`src/rtl/mdio_transmitter.sv`:
```
// ============================================================================
// mdio_transmitter
// ----------------------------------------------------------------------------
// Station (management) side of a Clause-22 MDIO link. A 32-bit frame latched
// on MDIO_START is shifted out MSB first on MDIO_OUT, one bit per rising MDC
// edge. Write frames drive all 32 bits. Read frames drive the 14 header bits,
// release the line for the two turnaround bits and the sixteen data bits, and
// shift the PHY's reply in from MDIO_IN.
//
// Optional build macro:
//   MDIO_PREAMBLE_EN - when defined, 32 ones (line driven) precede every
//                      frame. When undefined, the frame starts immediately.
//
// Ports:
//   MDC        in   1   management clock, all state changes on rising edge
//   reset      in   1   synchronous active-high reset
//   MDIO_START in   1   one-cycle request, only honoured while idle
//   T_DATA     in  32   frame {ST, OP, PHYAD, REGAD, TA, DATA}
//   MDIO_IN    in   1   serial data from the PHY during the read data phase
//   MDIO_OUT   out  1   registered serial frame bit
//   MDIO_OE    out  1   1 = block drives the line, 0 = line released
//   MDIO_DONE  out  1   one-cycle completion pulse
//   RD_DATA    out 16   last captured read word
//   BUSY       out  1   high from first driven bit through the DONE cycle
// ============================================================================
module mdio_transmitter (
    input  logic        MDC,
    input  logic        reset,
    input  logic        MDIO_START,
    input  logic [31:0] T_DATA,
    input  logic        MDIO_IN,
    output logic        MDIO_OUT,
    output logic        MDIO_OE,
    output logic        MDIO_DONE,
    output logic [15:0] RD_DATA,
    output logic        BUSY
);

    typedef enum logic [2:0] {
        ST_IDLE     = 3'd0,
`ifdef MDIO_PREAMBLE_EN
        ST_PREAMBLE = 3'd1,
`endif
        ST_SEND     = 3'd2,
        ST_RECV     = 3'd3,
        ST_DONE     = 3'd4
    } state_t;

    // Only OP == 2'b10 is a read; every other opcode is sent as a write.
    function automatic logic op_is_read(input logic [1:0] op);
        op_is_read = (op == 2'b10);
    endfunction

    state_t      r_state;
    logic [4:0]  r_bit_cnt;
    logic [31:0] r_frame;
    logic        r_is_read;
    // Holds data bits 15..1; bit 0 is taken straight from MDIO_IN on the
    // edge that also raises MDIO_DONE, so the word is valid in that cycle.
    logic [14:0] r_shift;
    logic        r_mdio_out;
    logic        r_mdio_oe;
    logic        r_mdio_done;
    logic [15:0] r_rd_data;
    logic        r_busy;

    assign MDIO_OUT  = r_mdio_out;
    assign MDIO_OE   = r_mdio_oe;
    assign MDIO_DONE = r_mdio_done;
    assign RD_DATA   = r_rd_data;
    assign BUSY      = r_busy;

    // Frame sequencer: state, bit counter, frame latch and registered outputs.
    always_ff @(posedge MDC) begin
        if (reset) begin
            r_state     <= ST_IDLE;
            r_bit_cnt   <= 5'd0;
            r_frame     <= 32'h0000_0000;
            r_is_read   <= 1'b0;
            r_shift     <= 15'h0000;
            r_mdio_out  <= 1'b0;
            r_mdio_oe   <= 1'b0;
            r_mdio_done <= 1'b0;
            r_rd_data   <= 16'h0000;
            r_busy      <= 1'b0;
        end else begin
            r_mdio_done <= 1'b0;
            case (r_state)
                ST_IDLE: begin
                    r_mdio_out <= 1'b0;
                    r_mdio_oe  <= 1'b0;
                    r_busy     <= 1'b0;
                    if (MDIO_START) begin
                        r_frame   <= T_DATA;
                        r_is_read <= op_is_read(T_DATA[29:28]);
                        r_bit_cnt <= 5'd31;
`ifdef MDIO_PREAMBLE_EN
                        r_state   <= ST_PREAMBLE;
`else
                        r_state   <= ST_SEND;
`endif
                    end else begin
                        r_state   <= ST_IDLE;
                    end
                end

`ifdef MDIO_PREAMBLE_EN
                ST_PREAMBLE: begin
                    r_mdio_out <= 1'b1;
                    r_mdio_oe  <= 1'b1;
                    r_busy     <= 1'b1;
                    if (r_bit_cnt == 5'd0) begin
                        r_bit_cnt <= 5'd31;
                        r_state   <= ST_SEND;
                    end else begin
                        r_bit_cnt <= r_bit_cnt - 5'd1;
                        r_state   <= ST_PREAMBLE;
                    end
                end
`endif

                ST_SEND: begin
                    r_mdio_out <= r_frame[r_bit_cnt];
                    r_mdio_oe  <= 1'b1;
                    r_busy     <= 1'b1;
                    if (r_is_read && (r_bit_cnt == 5'd18)) begin
                        // Last header bit (REGAD LSB) goes out now; release
                        // the line from the turnaround onward.
                        r_bit_cnt <= 5'd17;
                        r_state   <= ST_RECV;
                    end else if (r_bit_cnt == 5'd0) begin
                        r_bit_cnt <= 5'd0;
                        r_state   <= ST_DONE;
                    end else begin
                        r_bit_cnt <= r_bit_cnt - 5'd1;
                        r_state   <= ST_SEND;
                    end
                end

                ST_RECV: begin
                    r_mdio_out <= 1'b0;
                    r_mdio_oe  <= 1'b0;
                    r_busy     <= 1'b1;
                    // The edge that starts bit period c ends period c+1, so
                    // data bits 15..1 are sampled while the count is 14..0.
                    if (r_bit_cnt <= 5'd14) begin
                        r_shift <= {r_shift[13:0], MDIO_IN};
                    end else begin
                        r_shift <= r_shift;
                    end
                    if (r_bit_cnt == 5'd0) begin
                        r_state <= ST_DONE;
                    end else begin
                        r_bit_cnt <= r_bit_cnt - 5'd1;
                        r_state   <= ST_RECV;
                    end
                end

                ST_DONE: begin
                    r_mdio_out  <= 1'b0;
                    r_mdio_oe   <= 1'b0;
                    r_mdio_done <= 1'b1;
                    r_busy      <= 1'b1;
                    // This edge ends data bit 0 of a read.
                    if (r_is_read) begin
                        r_rd_data <= {r_shift, MDIO_IN};
                    end else begin
                        r_rd_data <= r_rd_data;
                    end
                    r_state <= ST_IDLE;
                end

                default: begin
                    r_mdio_out <= 1'b0;
                    r_mdio_oe  <= 1'b0;
                    r_busy     <= 1'b0;
                    r_bit_cnt  <= 5'd0;
                    r_state    <= ST_IDLE;
                end
            endcase
        end
    end

endmodule

```
`config.mk`:
```
export PLATFORM = sky130hd
export DESIGN_NAME = mdio_transmitter
export DESIGN_NICKNAME = d
export VERILOG_FILES = /design/src/rtl/mdio_transmitter.sv
export SDC_FILE = /design/constraint.sdc
export NUM_CORES = 1
export LEC_CHECK = 0
export BUFFER_PORTS_ARGS = -buffer_cell sky130_fd_sc_hd__buf_2
export CAP_MARGIN = 15
export CORE_AREA = 2 2 79 81
export DETAILED_ROUTE_END_ITERATION = 16
export DIE_AREA = 0 0 81 83
export PLACE_DENSITY = 0.77
export SLEW_MARGIN = 20
export SYNTH_ARGS = -nofsm -noshare
export SYNTH_HDL_FRONTEND = slang
export SYNTH_SLANG_ARGS = --single-unit
```
`constraint.sdc`:
```
create_clock -name MDC -period 2.4 [get_ports MDC]
set_clock_uncertainty 0.15 [all_clocks]
set_input_delay 0.72 -clock MDC [delete_from_list [all_inputs] [get_ports MDC]]
set_output_delay 0.72 -clock MDC [all_outputs]
set_load 0.01 [all_outputs]
```
# Yosys cells after proc, flatten, opt, wreduce, memory -nomap -nowiden
# Cells that the tools add are included.
# word_totals
elab_cells,46
in_bits,36
out_inout_bits,20
ff_bits,76
# classes
order_cmp,2
n_reduce_logical,9
n_eq_ne,7
bitwise,2
muxes,15
addsub,1
# op_table
operator,n
$mux W5,4
$pmux W5 S4,1
$mux W3,3
$pmux W3 S3,1
$eq A3 B2 Y1 const B,2
$lt A5 B6 Y1 const B,1
$reduce_and A2 Y1,3
$bmux W1 S5,1
$eq A5 B5 Y1 const B,1
$le A5 B4 Y1 const B,1
$logic_not A5 Y1,1
$sub A5 B1 Y5 const B,1
$mux W1,4
$ne A2 B2 Y1 const B,2
$eq A3 B3 Y1 const B,1
$logic_not A3 Y1,1
$reduce_and A3 Y1,1
$reduce_or A3 Y1,1
$eq A2 B2 Y1 const B,1
$mux W2,1
$not A1 Y1,2
$reduce_or A2 Y1,1
$logic_and A1 B1 Y1,1

# Depth between registers and ports, before layout
# Gate-level depths: netlist of run 1.
# logic_depth
ltp_word,4
depth_mapped,9
mapped_depth_nobuf,7

# Worst setup path before layout of run 1
# Ideal clock, no wire load.
# synth_timing
path_kind,register to register
start,reg r_bit_cnt[0]
end,reg r_bit_cnt[1]
arrival_ns,1.720
path_slack_ns,0.402
stages_incl_launch_ff,10
required_ns,2.122
path_buffers,2
setup_ns,0.128
synth_period_minus_slack_ns,1.998
path_cell_list,dfxtp_1 -> buf_6 -> buf_4 -> inv_1 -> ha_1 -> or4b_4 -> a2bb2oi_1 -> nor2_1 -> a22oi_1 -> nor2_1
# synth_via
elab_chain_len,4
elab_cells_between_ends,10
classes_between,add/sub (1); eq/ne (2); mux (4); reduce/logical (3)
# synth_lines
element,line,source
"start, declared",55,logic [4:0] r_bit_cnt;
"start signal, assigned",135,r_bit_cnt <= r_bit_cnt - 5'd1;
"start signal, assigned",154,r_bit_cnt <= r_bit_cnt - 5'd1;
$sub A5 B1 Y5 (tied with other cells),"135, 154",
$mux W5 or $logic_and A1 B1 Y1 (tied branches),"131, 126",
$mux W5,126,if (r_is_read && (r_bit_cnt == 5'd18)) begin
$pmux W5 S4,88,case (r_state)
# Several ways; a longest one is shown, not always the timed one. The select of a mux whose other input is x is not followed.
# A chain may end at the register's enable or synchronous reset.

# Worst setup path after layout of run 1
# layout_timing
start,reg r_bit_cnt[1]
end,reg r_bit_cnt[1]
# Same word-level chain as after synthesis.

==> flow_summary.json, run 1 <==
{
  "status": "completed",
  "drive_gt1_frac": 0.207,
  "clk_latency_ns": 0.34,
  "path_cells": "ha_1, nand3_1, a2111oi_0, o21ai_0, a22oi_1, nor2_1",
  "synth.distinct_cells": 43,
  "h-tree-depth": 3,
  "worst_slack_ns": 0.294,
  "syn_avg_cell_area_um2": 8.54,
  "multi_input_area_mm2": 0.00149,
  "ys_ff_latch": 76,
  "min_period_ns": 2.11,
  "post-route-period-util": 0.878,
  "syn-num-nets": 410,
  "async_flop_share": 0,
  "cts_inserted_buffers": 9,
  "n_fill_cell": 490,
  "cts_hold_buf": 0,
  "coreArea_mm2": 0.00582,
  "place_area_mm2": 0.00346,
  "cts_tree": "built",
  "crit_type": "register to register",
  "place.gp.congestion": 0.850,
  "routedWlPerCell_um": 12.8,
  "synthCells": 371,
  "seq_area_frac_synth": 0.480,
  "antenna_cells": 0,
  "drt_wl_total_um": 6320,
  "clock_sinks": 76,
  "synth_area_leaders": "dfxtp_1, nand2_1, a21oi_1, mux2i_1, mux4_1",
  "fin_area_mm2": 0.00369,
  "rsz0062_at_grt": "false",
  "grt_pass1_wl_um": 10900,
  "first_iter_violations": 204,
  "synth-main-ff-cell": "dfxtp_1",
  "place_ws_ns": 0.336,
  "arrival_ns": 2.16,
  "fmax_mhz": 475,
  "peakVddDrop_mv": 0.361,
  "critPathMaxStageDelay_ns": 0.58,
  "synth_edf_count": 0,
  "vias": 2647,
  "nets": 454,
  "grt_start_max_net_pins": 34,
  "row_count": 28,
  "antenna_found_initial": 0,
  "via_per_inst": 5.35,
  "path_delay_family": "compound AO/OA/AOI/OAI gates",
  "cp.required_ns": 2.45,
  "ant_nets": 0,
  "maxCapViolCount": 0,
  "hold_class": "register to register",
  "end_kind": "register",
  "worstMarginPinSlew_ns": 0.617,
  "io_buffers": 55,
  "drc": 0,
  "die_x_um": 81,
  "max_slew_margin": 0.588,
  "drt-pass1-iter-count": 5,
  "initial_core_util": 0.545,
  "area_delta_synth_final_pct": 16.5,
  "root_buffer": "clkbuf_8",
  "synth_top_cell_area_share": 0.480,
  "grt.total_usage": 0.201,
  "die_area_mm2": 0.00672,
  "yosys_warnings": 0,
  "slew_violations": 0,
  "worst-path-buf-inv": 0,
  "hold_violations": 0,
  "grt_pass1_vias": 2570,
  "regArea_mm2": 0.00152,
  "post_cts_buffers": 0,
  "p_leak_uw": 0.00161,
  "synth_area_leader_cell": "dfxtp_1",
  "chipHeight_um": 83,
  "overflow": 0,
  "critical_path_peak_fanout": 11,
  "syn-cell-area_mm2": 0.00317,
  "crit_path_start_kind": "register",
  "setup_viol": 0,
  "post_cts_resized": 0,
  "finalSetupTns_ns": 0,
  "post-dp-hpwl_um": 4350,
  "final_core_util": 0.634,
  "power_density_mw_per_mm2": 768,
  "cpMaxStageDelayCell": "dfxtp_1",
  "clkTransAtPathRegs_ns": 0.09,
  "io_pins": 56,
  "cts_buffer_depth": 2
}
-- where the power goes --
| part | switching (µW) | total [µW] | internal (µW) |
|---|---|---|---|
| Combinational | 176 | 333 | 156 |
| Sequential | 75.8 | 1390 | 1320 |
| Clock | 480 | 1110 | 625 |
-- placed cells by master (no fill, tap or decap), types with 2 or more instances in the layout --
cell type	Yosys	final
mux4_2	3	3
nor2_1	23	23
a22oi_1	2	2
dfxtp_1	76	76
bufinv_16	0	2
buf_4	3	8
and3_1	2	2
nor2b_1	2	2
inv_6	0	2
nand3_1	5	5
nand2_1	103	103
a21oi_1	57	57
mux2i_1	18	18
nor3_1	8	8
a2111oi_0	2	2
ha_1	3	3
mux4_1	4	4
o21ai_0	3	3
nor3b_1	2	2
nand4_1	2	2
nand2b_1	2	2
clkinv_4	0	2
nor4_1	2	2
buf_2	6	55
inv_1	4	4
clkbuf_8	0	10
-- final timing paths --
kind	from	to	slack [ns]	depth (start not counted)
setup / recovery	r_bit_cnt[1]	r_bit_cnt[1]	0.29	6
hold / removal	RD_DATA[13]	RD_DATA[13]	0.30	2
setup reg to reg	r_bit_cnt[1]	r_bit_cnt[1]	0.29	6
hold reg to reg	RD_DATA[13]	RD_DATA[13]	0.30	2
-- worst register-to-register path, cell delays in order (launching register included) --
cell,delay [ns]
dfxtp_1,0.58
ha_1,0.22
nand3_1,0.14
a2111oi_0,0.49
o21ai_0,0.17
a22oi_1,0.17
nor2_1,0.05
-- state kept, by name, summed over array words and instances (netlist names), 3 cells and up --
name / flops
r_frame: 32
r_state: 3
r_shift: 15
RD_DATA: 16
r_bit_cnt: 5
-- cell families after synthesis --
kind of cell,count (synthesis),share of synthesized area
adders and majority gates,3,0.0119
xor gates and xnor gates,1,0.00277
AOI/OAI and AO/OA,73,0.127
buffers and inverters,34,0.0490
DFF,76,0.480
muxes,26,0.115
and+or+nand+nor,158,0.214
-- synth_stat cells (all sizes together) (2+ instances only) --
cell and n:
ha 3, and3 2, inv 4, nor2 24, a22oi 2, mux2i 18
clkbuf 20, nand3 5, mux4 7, dfxtp 76, nor2b 2, nor4 2
nand4 2, nand2 103, nand2b 2, nor3b 2, buf 10, a2111oi 2
nor3 8, o21ai 4, a21oi 57
-- layer usage --
layer  vias to the layer above  share of wire  GRT usage
met2                        87           0.49      0.346
met4                         0          0.014     0.0663
met5                         -              0          0
met3                        13          0.053     0.0435
li1                       1346              -          -
met1                      1201           0.44      0.244
-- cell type report --
class,instances,share of cell area
sequential,76,0.412
multi-input combinational,261,0.404
timing repair buffer,63,0.0909
clock buffer,10,0.0373
clock inverter,6,0.0258
tap,75,0.0254
inverter,4,0.00407
-- metrics by stage --
stage | total power, µW | instances | hold slack, ns
3_3_place_gp | 1740 | 479 | 0.289
4_1_cts | 2850 | 495 | 0.305
5_1_grt | 2960 | 495 | 0.327
2_1_floorplan | 1660 | 371 | 0.282
3_5_place_dp | 1750 | 479 | 0.294
6_report | 2830 | 495 | 0.304
(Power assumes the default switching activity.)
==> run 2: changes to the inputs <==
--- a/config.mk
+++ b/config.mk
@@ -8,8 +8,8 @@
 export BUFFER_PORTS_ARGS = -buffer_cell sky130_fd_sc_hd__buf_2
 export CAP_MARGIN = 15
-export CORE_AREA = 2 2 79 81
+export CORE_AREA = 2 2 87 89
 export DETAILED_ROUTE_END_ITERATION = 16
-export DIE_AREA = 0 0 81 83
-export PLACE_DENSITY = 0.77
+export DIE_AREA = 0 0 89 91
+export PLACE_DENSITY = 0.65
 export SLEW_MARGIN = 20
 export SYNTH_ARGS = -nofsm -noshare
==> constraint.sdc (replaced) <==
create_clock -name MDC -period 2.4 [get_ports MDC]
set_clock_uncertainty 0.15 [all_clocks]
set_input_delay 0.12 -clock MDC [delete_from_list [all_inputs] [get_ports MDC]]
set_output_delay 0.12 -clock MDC [all_outputs]
set_load 0.01 [all_outputs]
==> run 2 against run 1 <==
Compared with the run above: worst setup slack improved by 0.015 ns; clock power fell by 13%; first-iteration DRC count fell by 21%; sequential power barely moved; routed wire length rose by 9.0%; non-clock buffer count rose by 34; flip-flop and latch count did not move; worst hold slack got worse by 0.27 ns; die area rose by 20%; highest routed layer unchanged.
==> flow_summary.json, run 2 (synthesis results as in run 1) <==
{
  "status": "completed",
  "via_per_inst": 5.02,
  "finalSetupTns_ns": 0,
  "p_total_uw": 2740,
  "area_delta_synth_final_pct": 27.0,
  "coreArea_mm2": 0.00714,
  "maxCapViolCount": 0,
  "initial_core_util": 0.444,
  "arrival_ns": 2.16,
  "drt-pass1-iter-count": 4,
  "antenna_cells": 0,
  "clkTransAtPathRegs_ns": 0.08,
  "peakVddDrop_mv": 0.404,
  "grt_pass1_vias": 2568,
  "die_area_mm2": 0.00810,
  "worstMarginPinSlew_ns": 0.566,
  "routedWlPerCell_um": 12.4,
  "vias": 2774,
  "overflow": 0,
  "post-route-period-util": 0.871,
  "clk_latency_ns": 0.35,
  "grt_pass1_wl_um": 11600,
  "drive_gt1_frac": 0.194,
  "hold_violations": 0,
  "layout_common_cells": "nand2_1, dfxtp_1, a21oi_1, buf_2, dlygate4sd3_1",
  "end_kind": "register",
  "final_core_util": 0.564,
  "setup_viol": 0,
  "power_density_mw_per_mm2": 681,
  "place.gp.congestion": 0.934,
  "root_buffer": "clkbuf_8",
  "io_buffers": 55,
  "nets": 488,
  "rsz0062_at_grt": "false",
  "grt.total_usage": 0.181,
  "first_iter_violations": 162,
  "row_count": 31,
  "drt_wl_total_um": 6880,
  "largest_reg_flops": 32,
  "antenna_found_initial": 0,
  "io_pins": 56,
  "clock_sinks": 76,
  "chipHeight_um": 91,
  "cts_inserted_buffers": 9,
  "cts_tree": "built",
  "max_slew_margin": 0.622,
  "worst_slack_ns": 0.309,
  "post-dp-hpwl_um": 4540,
  "top_register": "r_frame",
  "slew_violations": 0,
  "h-tree-depth": 3,
  "crit_path_start_kind": "register",
  "grt_start_max_net_pins": 35,
  "ant_nets": 0,
  "critical_path_peak_fanout": 11,
  "final_common_cell": "nand2_1",
  "crit_type": "register to register",
  "die_x_um": 89,
  "hold_class": "primary input to register",
  "cts_buffer_depth": 2,
  "p_leak_uw": 0.00174,
  "post_cts_buffers": 0,
  "fmax_mhz": 478,
  "cp.required_ns": 2.47,
  "min_period_ns": 2.09,
  "drc": 0,
  "place_ws_ns": 0.292
}
## run 2: power breakdown
group	leakage, µW	total [µW]	internal (µW)	switching (µW)
Clock	0.000104	970	485	484
Combinational	0.00102	380	190	189
Sequential	0.000619	1390	1320	70.5
Total	0.00174	2740	1990	744
## run 2: worst paths after layout
check	startpoint	to	slack, ns	depth (start not counted)
max	r_bit_cnt[1]	r_bit_cnt[3]	0.31	7
min reg2reg	RD_DATA[9]	RD_DATA[9]	0.30	2
min	reset	r_frame[9]	0.04	2
max reg2reg	r_bit_cnt[1]	r_bit_cnt[3]	0.31	7
## run 2: per-stage QoR
step	instance area, µm²	hold slack [ns]	instances
2_1_floorplan	3170	0.0546	371
3_3_place_gp	3490	0.211	504
3_5_place_dp	3490	0.218	504
4_1_cts	4020	0.0349	553
5_1_grt	4020	0.0511	553
6_report	4020	0.0381	553
## run 2: worst max-delay path: stages, from the launching register on
cell and delay (ns):
dfxtp_1 0.58, inv_1 0.16, ha_1 0.23, nand2b_1 0.11, nor3_1 0.07, a31oi_1 0.23, a21oi_1 0.08, a2111oi_0 0.36
## run 2: metal layers
layer	wire length, µm	track usage	up-vias	part of all wire
li1	-	-	1416	-
met1	3220	0.248	1278	0.47
met2	3220	0.279	73	0.47
met3	358	0.0427	7	0.052
met4	86	0.0622	0	0.012
met5	0	0	-	0
## run 2: cell type report
type | count | area (µm²)
Sequential cell | 76 | 1520
Fill cell | 691 | 3110
Timing Repair Buffer | 97 | 673
Inverter | 4 | 15.0
Clock inverter | 7 | 75.1
Clock buffer | 9 | 124
Multi-Input combinational cell | 261 | 1490
Tap cell | 99 | 124
## run 2: what timing repair did
| action | 4_1_cts | 5_1_grt |
|---|---|---|
| endpoints found under the hold margin | 35 | 0 |
| gates resized for setup | 0 | 0 |
| hold buffers | 33 | 0 |
==> run 3: changes to the inputs <==
- CORE_AREA: 2 2 87 89 -> 2 2 83 85
- DIE_AREA: 0 0 89 91 -> 0 0 85 87
- PLACE_DENSITY: 0.65 -> 0.73
- clock period: 2.4 -> 1.85 ns (I/O delays scaled with it)
==> run 3 against run 2 <==
Compared with the run above: the run now ends with negative setup slack left; clock power up 48%; flip-flop and latch count unchanged; cell area up 5.4%; global-route usage up 1.9 points; routed wire length up 2.6%; core utilization up 8.2 points; count of clock-buffer cells in the layout unchanged; worst hold slack better by 0.16 ns; largest power group unchanged; highest routed layer unchanged.
==> flow_summary.json, run 3 (synthesis results as in run 1) <==
{
  "cts_buffer_depth": 2,
  "path_delay_family": "simple AND/OR/NAND/NOR gates",
  "overflow": 0,
  "status": "complete, but fails checks",
  "post_cts_buffers": 0,
  "grt.total_usage": 0.200,
  "end_kind": "register",
  "reg2reg_setup_slack_ns": -0.04,
  "layout_common_cells": "nand2_1, dfxtp_1, a21oi_1, buf_2, dlygate4sd3_1",
  "first_iter_violations": 156,
  "post-dp-hpwl_um": 4590,
  "maxCapViolCount": 0,
  "cts_inserted_buffers": 9,
  "hold_start": "MDIO_START",
  "min_period_ns": 1.89,
  "cpMaxStageDelayCell": "or4b_4",
  "place.gp.congestion": 0.886,
  "crit_path_start_kind": "register",
  "dp_cells": 496,
  "whs_path_depth": 6,
  "setup_viol": 3,
  "worst-path-buf-inv": 1,
  "place_area_mm2": 0.00362,
  "fmax_mhz": 529,
  "die_x_um": 85,
  "drt_wl_total_um": 7070,
  "arrival_ns": 1.98,
  "drt-pass1-iter-count": 5,
  "drive_gt1_frac": 0.247,
  "crit_type": "register to register",
  "violations": "negative setup slack",
  "ant_nets": 0,
  "area_delta_synth_final_pct": 33.9,
  "row_count": 30,
  "fin_area_mm2": 0.00424,
  "power_density_mw_per_mm2": 912,
  "grt_start_max_net_pins": 35,
  "hold_class": "primary input to register",
  "clk_latency_ns": 0.35,
  "stdcell_count": 546,
  "grt_pass1_wl_um": 11800,
  "largest_reg_flops": 32,
  "root_buffer": "clkbuf_8",
  "min_to": "r_bit_cnt[0]",
  "io_buffers": 55,
  "grt_pass1_vias": 2654,
  "peakVddDrop_mv": 0.476,
  "p_int_uw": 2820,
  "met1_length_um": 3000,
  "chipHeight_um": 87,
  "whs_ns": 0.198,
  "worstMarginPinSlew_ns": 0.488,
  "vias": 2876,
  "max_slew_margin": 0.672,
  "switching_share": 0.270,
  "coreArea_mm2": 0.00657,
  "nets": 500,
  "p_comb_frac": 0.169,
  "rsz0062_at_grt": "true",
  "r2r.worst_path.cells": 7,
  "io_pins": 56,
  "power.switching_uw": 1040,
  "top_register": "r_frame",
  "p_leak_uw": 0.00183,
  "antenna_cells": 0,
  "top_layer": "met4",
  "critical_path_peak_fanout": 4,
  "via_per_inst": 5.27,
  "critPathMaxStageDelay_ns": 0.50,
  "h-tree-depth": 3,
  "wl_met2_um": 3550,
  "initial_core_util": 0.482,
  "final_common_cell": "nand2_1",
  "clock_power_share": 0.373,
  "drc": 0,
  "post-route-period-util": 1.02,
  "routedWlPerCell_um": 12.9,
  "clkTransAtPathRegs_ns": 0.08,
  "hold_violations": 0,
  "r2r-end": "r_bit_cnt[1]",
  "dr_wl_met3_um": 321,
  "seqPwrFrac": 0.458,
  "path_cells": "inv_2, ha_4, or4b_4, a2bb2oi_2, nor2_2, a22oi_1, nor2_1",
  "antenna_found_initial": 0,
  "cts_tree": "built",
  "cp.required_ns": 1.94,
  "worstReg2RegStart": "r_bit_cnt[1]",
  "clock_sinks": 76,
  "die_area_mm2": 0.00740,
  "slew_violations": 0,
  "worst_slack_ns": -0.0399
}
[run 3: repair_timing]
item	in CTS	in global routing
hold buffers	34	0
cloned	0	0
pin swaps	0	2
setup endpoints to repair	5	6
resized for setup	3	15
endpoints found under the hold margin	50	0
[run 3: metrics by stage]
stage          TNS, ns   util  total power [µW]  worst slack [ns]
5_1_grt         -0.323  0.645              4040           -0.0943
2_1_floorplan  -0.0427      -              2180           -0.0427
4_1_cts              0  0.639              3860           0.00445
3_5_place_dp   -0.0813  0.551              2360           -0.0552
6_report       -0.0819  0.645              3870           -0.0399
3_3_place_gp   -0.0279  0.551              2340           -0.0279
[run 3: how the worst max path moves through the flow]
stage,start,to,slack [ns],cells past startpoint
6_report,r_bit_cnt[1],r_bit_cnt[1],-0.04,7
5_1_grt,r_bit_cnt[0],r_bit_cnt[4],-0.09,8
4_1_cts,r_bit_cnt[0],r_bit_cnt[4],0.004,8
3_5_place_dp,r_bit_cnt[0],MDIO_OUT,-0.06,5
3_3_place_gp,r_bit_cnt[0],MDIO_OUT,-0.03,5
2_1_floorplan,r_bit_cnt[0],r_bit_cnt[4],-0.04,9
[run 3: power by group through the flow]
stage	clock network (µW)	logic, µW	registers, µW
finish	1440	654	1770
global route	1550	715	1780
CTS	1480	613	1770
detailed placement	0	555	1810
global placement	0	535	1800
floorplan	0	407	1770
[run 3: worst reg2reg max path, delay by kind of cell, from the launching register on]
| family | cells | cell delay, ns |
|---|---|---|
| DFF | 1 | 0.37 |
| and+or+nand+nor | 3 | 0.64 |
| buffers and inverters | 1 | 0.14 |
| adders and majority gates | 1 | 0.16 |
| AOI/OAI and AO/OA | 2 | 0.32 |
[run 3: layer usage]
| layer | vias up | track usage |
|---|---|---|
| li1 | 1439 | - |
| met4 | 0 | 0.105 |
| met1 | 1334 | 0.238 |
| met5 | - | 0 |
| met3 | 20 | 0.0427 |
| met2 | 83 | 0.341 |
[run 3: cell type report]
| type | instances | area (µm²) |
|---|---|---|
| Clock buffer | 9 | 124 |
| Clock inverter | 7 | 108 |
| Fill cell | 522 | 2330 |
| Inverter | 4 | 27.5 |
| Multi-Input combinational cell | 261 | 1550 |
| Sequential cell | 76 | 1530 |
| Tap cell | 80 | 100 |
| Timing Repair Buffer | 109 | 807 |
